**src/rtl/uart_rx_cfg.sv**
```systemverilog
// -----------------------------------------------------------------------------
// uart_rx_cfg
//   Parametrised UART receiver. The serial line is synchronised through two
//   flops. Each bit is sampled once, near its centre, using a tick counter
//   driven by the oversampling sample_tick from the shared baud generator.
//   Received words go out through a valid/ready handshake. Parity, framing and
//   overrun errors are reported alongside the word.
//
// Parameters
//   DATA_BITS   data bits per frame (5..9), LSB first
//   OVERSAMPLE  sample_tick pulses per bit period (even, >= 4)
//   PARITY_EN   1 = a parity bit follows the data
//   PARITY_ODD  1 = odd parity, 0 = even
//   STOP_BITS   stop bits checked (1 or 2)
//
// Ports
//   clk          system clock
//   rst_n        asynchronous active-low reset
//   sample_tick  one-clock pulse at OVERSAMPLE x baud
//   rx_in        asynchronous serial input, idle high
//   data_out     received word, stable while data_valid is high
//   data_valid   word available, held until accepted
//   data_ready   consumer accepts the word on a clock edge with data_valid high
//   parity_err   parity mismatch for the word in data_out
//   frame_err    a stop bit was sampled low for the word in data_out
//   overrun_err  one or more later frames were dropped while data_out was pending
//   busy         frame reception in progress
// -----------------------------------------------------------------------------
module uart_rx_cfg #(
    parameter int DATA_BITS  = 8,
    parameter int OVERSAMPLE = 16,
    parameter int PARITY_EN  = 0,
    parameter int PARITY_ODD = 0,
    parameter int STOP_BITS  = 1
) (
    input  logic                 clk,
    input  logic                 rst_n,
    input  logic                 sample_tick,
    input  logic                 rx_in,
    output logic [DATA_BITS-1:0] data_out,
    output logic                 data_valid,
    input  logic                 data_ready,
    output logic                 parity_err,
    output logic                 frame_err,
    output logic                 overrun_err,
    output logic                 busy
);

    localparam int CNT_W = $clog2(OVERSAMPLE);
    localparam int BIT_W = $clog2(DATA_BITS + 1);

    localparam logic [CNT_W-1:0] HALF_M1   = CNT_W'(OVERSAMPLE / 2 - 1);
    localparam logic [CNT_W-1:0] FULL_M1   = CNT_W'(OVERSAMPLE - 1);
    localparam logic [BIT_W-1:0] LAST_DATA = BIT_W'(DATA_BITS - 1);
    localparam logic [BIT_W-1:0] LAST_STOP = BIT_W'(STOP_BITS - 1);
    localparam logic             PAR_ODD   = (PARITY_ODD != 0);

    typedef enum logic [2:0] {
        S_IDLE,
        S_START,
        S_DATA,
        S_PARITY,
        S_STOP
    } state_t;

    state_t               state_q;
    logic                 sync1_q;
    logic                 sync2_q;
    logic                 rx_prev_q;
    logic [CNT_W-1:0]     tick_cnt_q;
    logic [BIT_W-1:0]     bit_cnt_q;
    logic [DATA_BITS-1:0] shift_q;
    logic                 par_err_acc_q;
    logic                 frm_err_acc_q;
    logic                 busy_q;

    logic [DATA_BITS-1:0] data_q;
    logic                 valid_q;
    logic                 perr_q;
    logic                 ferr_q;
    logic                 ovr_q;

    logic rxs;
    logic deliver_d;
    logic accept_d;
    logic par_bad_d;
    logic frm_bad_d;

    assign rxs = sync2_q;

    // The final stop-bit sample completes the frame on this tick.
    assign deliver_d = sample_tick && (state_q == S_STOP) &&
                       (tick_cnt_q == FULL_M1) && (bit_cnt_q == LAST_STOP);
    assign accept_d  = valid_q && data_ready;

    // Parity over the shifted-in data plus the bit being sampled now.
    assign par_bad_d = ((^shift_q) ^ rxs) != PAR_ODD;

    // Frame error including the stop bit being sampled on this tick.
    assign frm_bad_d = frm_err_acc_q | ~rxs;

    // Two-flop synchroniser; resets to the idle (high) line level.
    always_ff @(posedge clk or negedge rst_n) begin
        if (!rst_n) begin
            sync1_q <= 1'b1;
            sync2_q <= 1'b1;
        end else begin
            sync1_q <= rx_in;
            sync2_q <= sync1_q;
        end
    end

    // Receive FSM; all progress is gated by sample_tick.
    always_ff @(posedge clk or negedge rst_n) begin
        if (!rst_n) begin
            state_q       <= S_IDLE;
            rx_prev_q     <= 1'b1;
            tick_cnt_q    <= '0;
            bit_cnt_q     <= '0;
            shift_q       <= '0;
            par_err_acc_q <= 1'b0;
            frm_err_acc_q <= 1'b0;
            busy_q        <= 1'b0;
        end else if (sample_tick) begin
            // Previous-tick sample; a start needs a true 1->0 edge, so a line
            // stuck low after a break cannot re-trigger reception.
            rx_prev_q <= rxs;
            case (state_q)
                S_IDLE: begin
                    if (rx_prev_q && !rxs) begin
                        state_q    <= S_START;
                        tick_cnt_q <= '0;
                        busy_q     <= 1'b1;
                    end
                end
                S_START: begin
                    if (tick_cnt_q == HALF_M1) begin
                        tick_cnt_q <= '0;
                        if (!rxs) begin
                            state_q       <= S_DATA;
                            bit_cnt_q     <= '0;
                            par_err_acc_q <= 1'b0;
                            frm_err_acc_q <= 1'b0;
                        end else begin
                            // Line went high again before mid start bit: glitch.
                            state_q <= S_IDLE;
                            busy_q  <= 1'b0;
                        end
                    end else begin
                        tick_cnt_q <= tick_cnt_q + CNT_W'(1);
                    end
                end
                S_DATA: begin
                    if (tick_cnt_q == FULL_M1) begin
                        tick_cnt_q <= '0;
                        // LSB arrives first; shifting in at the MSB leaves it in bit 0.
                        shift_q    <= {rxs, shift_q[DATA_BITS-1:1]};
                        if (bit_cnt_q == LAST_DATA) begin
                            bit_cnt_q <= '0;
                            state_q   <= (PARITY_EN != 0) ? S_PARITY : S_STOP;
                        end else begin
                            bit_cnt_q <= bit_cnt_q + BIT_W'(1);
                        end
                    end else begin
                        tick_cnt_q <= tick_cnt_q + CNT_W'(1);
                    end
                end
                S_PARITY: begin
                    if (tick_cnt_q == FULL_M1) begin
                        tick_cnt_q    <= '0;
                        par_err_acc_q <= par_bad_d;
                        state_q       <= S_STOP;
                    end else begin
                        tick_cnt_q <= tick_cnt_q + CNT_W'(1);
                    end
                end
                S_STOP: begin
                    if (tick_cnt_q == FULL_M1) begin
                        tick_cnt_q <= '0;
                        if (bit_cnt_q == LAST_STOP) begin
                            state_q   <= S_IDLE;
                            busy_q    <= 1'b0;
                            bit_cnt_q <= '0;
                        end else begin
                            frm_err_acc_q <= frm_bad_d;
                            bit_cnt_q     <= bit_cnt_q + BIT_W'(1);
                        end
                    end else begin
                        tick_cnt_q <= tick_cnt_q + CNT_W'(1);
                    end
                end
                default: begin
                    state_q <= S_IDLE;
                    busy_q  <= 1'b0;
                end
            endcase
        end
    end

    // Output word and handshake. Delivery has priority over a plain accept;
    // a delivery that coincides with an accept replaces the word cleanly.
    always_ff @(posedge clk or negedge rst_n) begin
        if (!rst_n) begin
            data_q  <= '0;
            valid_q <= 1'b0;
            perr_q  <= 1'b0;
            ferr_q  <= 1'b0;
            ovr_q   <= 1'b0;
        end else if (deliver_d) begin
            if (valid_q && !data_ready) begin
                // Pending word not taken: drop the new one and flag it.
                ovr_q <= 1'b1;
            end else begin
                data_q  <= shift_q;
                perr_q  <= par_err_acc_q;
                ferr_q  <= frm_bad_d;
                valid_q <= 1'b1;
                ovr_q   <= 1'b0;
            end
        end else if (accept_d) begin
            valid_q <= 1'b0;
            perr_q  <= 1'b0;
            ferr_q  <= 1'b0;
            ovr_q   <= 1'b0;
        end
    end

    assign data_out    = data_q;
    assign data_valid  = valid_q;
    assign parity_err  = perr_q;
    assign frame_err   = ferr_q;
    assign overrun_err = ovr_q;
    assign busy        = busy_q;

endmodule
```
**config.mk**
```make
export PLATFORM = sky130hd
export DESIGN_NAME = uart_rx_cfg
export DESIGN_NICKNAME = d
export VERILOG_FILES = /design/src/rtl/uart_rx_cfg.sv
export SDC_FILE = /design/constraint.sdc
export NUM_CORES = 1
export LEC_CHECK = 0
export ABC_AREA = 0
export CAP_MARGIN = 5
export CORE_MARGIN = 4
export CORE_UTILIZATION = 40
export DETAILED_ROUTE_END_ITERATION = 12
export SYNTH_ARGS = -nofsm -noshare
export SYNTH_HDL_FRONTEND = slang
export SYNTH_SLANG_ARGS = --single-unit
```
**constraint.sdc**
```tcl
create_clock -name clk -period 1.85 [get_ports clk]
set_input_delay 0.185 -clock clk [delete_from_list [all_inputs] [get_ports clk]]
set_output_delay 0.185 -clock clk [all_outputs]
set_load 0.005 [all_outputs]
```
==> results.toml <==
[run_status]
status = "finished with violations"
violations = "negative hold slack, negative setup slack"

[timing]
grt_setup_unrepaired = "true"
fmax_mhz = 535.0
finalSetupViolations = 2
slew-limit-headroom_pct = 45.85
drv_slew = 0
tns_ns = -0.02594
clock_skew_ns = 0.007742
period_share_pct = 101.0
finalHoldViolCount = 28
worst_slack_ns = -0.01904
period_needed_ns = 1.869
worst_slew_pin_slew_ns = 0.8122
holdWs_ns = -0.03003

[critical_path]
crit_fanout = 4
end_kind = "register"
cp.required_ns = 2.03
start_kind = "register"
critPathKind = "register to register"
arrival_ns = 2.05

[logic_synthesis]
yosysMostFrequentCell = "dfrtp_1"
synthDistinctLibCells = 49
synthTopCellsByCount = "34 x dfrtp_1, 12 x nand2_1, 10 x mux2_1, 8 x mux2_4, 8 x xnor2_1"
syn_area_mm2 = 0.001952
ys_seq_elements = 37
synthFlopType = "dfrtp_1"
syn_area_per_cell_um2 = 11.41
ys_seq_area_share_pct = 47.63
synth.largest_area_cell = "dfrtp_1"
async_flop_share_pct = 100.0
synth_nets = 179
postSynthCellCount = 171
yosysWarnings = 0
synth_top_area_share_pct = 43.59
synth_edf_count = 0
synth_area_leaders = "dfrtp_1 44%, mux2_4 6.2%, mux2_1 5.8%"

[power_and_ir_drop]
p_total_mw = 3.089
power_density_mw_per_mm2 = 1235
peakVddDrop_mv = 0.6010
p_leak_nw = 1.130

[clocking]
hold_buffers = 0
clk_latency_ns = 0.29
cts_tree = "yes"
clockBufferDepth = 2
cts_buffers = 5
numClockSinks = 37
clk_pin_slew_ns = 0.07
cts-htree-levels = 2
cts_root_buf = "clkbuf_8"

[route]
dr.pass1.iters = 4
drc = 0
vias_per_cell = 5.075
routed_wl_um = 4048
wl_per_cell_um = 14.46
num_vias = 1421
antenna_left = 0
drt_iter0_markers = 134

[place]
portBuffers = 17
gp_congestion = 0.7779
dp_hpwl_um = 2835
place_ws_ns = -0.1220

[floorplan]
core-area_mm2 = 0.004723
die_w_um = 77.86
fp.dieH_um = 77.86
row_count = 25
start_util_pct = 41.32
die-area_mm2 = 0.006061
pin_count = 18

[final_layout]
drive_gt1_share_pct = 31.46
area_growth_pct = 28.08
regArea_um2 = 930.9
fin_nets = 220
fillers = 404
multi_input_area_um2 = 992.2
antennaDiodeCount = 0

[global_routing]
grtUsageTotal_pct = 14.18
grt_max_degree = 38
grt.overflow.total = 0
antenna_found_initial = 0
grt_pass1_wl_um = 6734
grt_pass1_vias = 1411

[worst_hold_path]
min_path_type = "input port to async pin"

[job]
drv_cap = 0
## cell families after synthesis
| group | count (synthesis) | share of synthesized area, % |
|---|---|---|
| simple gates | 52 | 16.09 |
| mux | 21 | 13.53 |
| xor+xnor | 9 | 4.039 |
| flops | 37 | 47.63 |
| compound gates | 35 | 12.63 |
| fa+ha+maj | 3 | 1.923 |
| buf+inv | 14 | 4.166 |
## metrics by stage
stage / cell area [µm²] / cells / utilization (%)
global route: 2500 / 280 / 52.93
finish: 2500 / 280 / 52.93
global placement: 2323 / 268 / 49.19
detailed placement: 2323 / 268 / 49.19
floorplan: 1956 / 171 / -
CTS: 2442 / 277 / 51.71
## cells in the final DEF (no fill, tap or decap), types with 4 or more instances in the layout
master and instances:
clkbuf_8 6, o21a_1 4, nor2_1 4, xnor2_1 8, nand2_1 10, nand3_1 7
inv_1 4, clkdlybuf4s50_1 16, buf_4 25, o21ai_1 7, o21ai_0 4, nor2b_1 4
dfrtp_1 33, mux2_1 8, mux2_4 10
## layout make-up
class | count | area share [%]
Multi-Input combinational cell | 120 | 39.69
Sequential cell | 37 | 37.24
Tap cell | 67 | 3.353
Timing Repair Buffer | 44 | 15.37
Clock inverter | 1 | 0.3003
Clock buffer | 7 | 3.453
Inverter | 4 | 0.6006
## repair_timing
| item | in CTS | in global routing |
|---|---|---|
| cloned | 0 | 0 |
| gates resized for setup | 6 | 10 |
| endpoints found under the setup margin | 12 | 19 |
| pin swaps | 2 | 6 |
| buffers inserted | 1 | 3 |
## critical path: stages, from the launching register on
cell and delay (ns):
dfrtp_1 0.44, ha_4 0.19, nand2_2 0.07, o21a_1 0.18, o311ai_2 0.30, and3_4 0.28
mux2_4 0.31
## power breakdown
part	leakage (nW)	switching, mW	internal [mW]
logic	0.604	0.610	0.744
registers	0.482	0.193	0.954
clock network	0.0445	0.286	0.303
## per-layer routing
metal | up-vias | GRT usage, % | routed length (µm)
met5 | - | 0 | 0
met3 | 8 | 3.480 | 118
met1 | 705 | 17.65 | 1783
met2 | 16 | 22.95 | 2072
met4 | 0 | 6.762 | 74
li1 | 692 | - | -
## path summary, 6_finish.rpt
| path | from | to | slack [ns] | depth (start not counted) |
|---|---|---|---|---|
| worst max-delay path | tick_cnt_q[1]$_DFFE_PN0P_ | state_q[2]$_DFFE_PN0P_ | -0.02 | 6 |
| worst max register to register | tick_cnt_q[1]$_DFFE_PN0P_ | state_q[2]$_DFFE_PN0P_ | -0.02 | 6 |
| worst min-delay path | rst_n | bit_cnt_q[2]$_DFFE_PN0P_ | -0.03 | 1 |
| worst min register to register | sync1_q$_DFF_PN1_ | rxs$_DFF_PN1_ | 0.36 | 0 |
| min in group clk | rx_in | sync1_q$_DFF_PN1_ | 0.30 | 1 |
| max in group asynchronous | rst_n | state_q[1]$_DFFE_PN0P_ | 1.31 | 1 |
## sequential cells by signal (all words and copies together) (netlist names)
signal / cells
data_out: 8
shift_q: 8
rx_prev_q: 1
overrun_err: 1
parity_err: 1
busy: 1
bit_cnt_q: 4
rxs: 1
tick_cnt_q: 4
data_valid: 1
sync1_q: 1
state_q: 3
frame_err: 1
frm_err_acc_q: 1
par_err_acc_q: 1
Power figures use the tool's default switching activity.
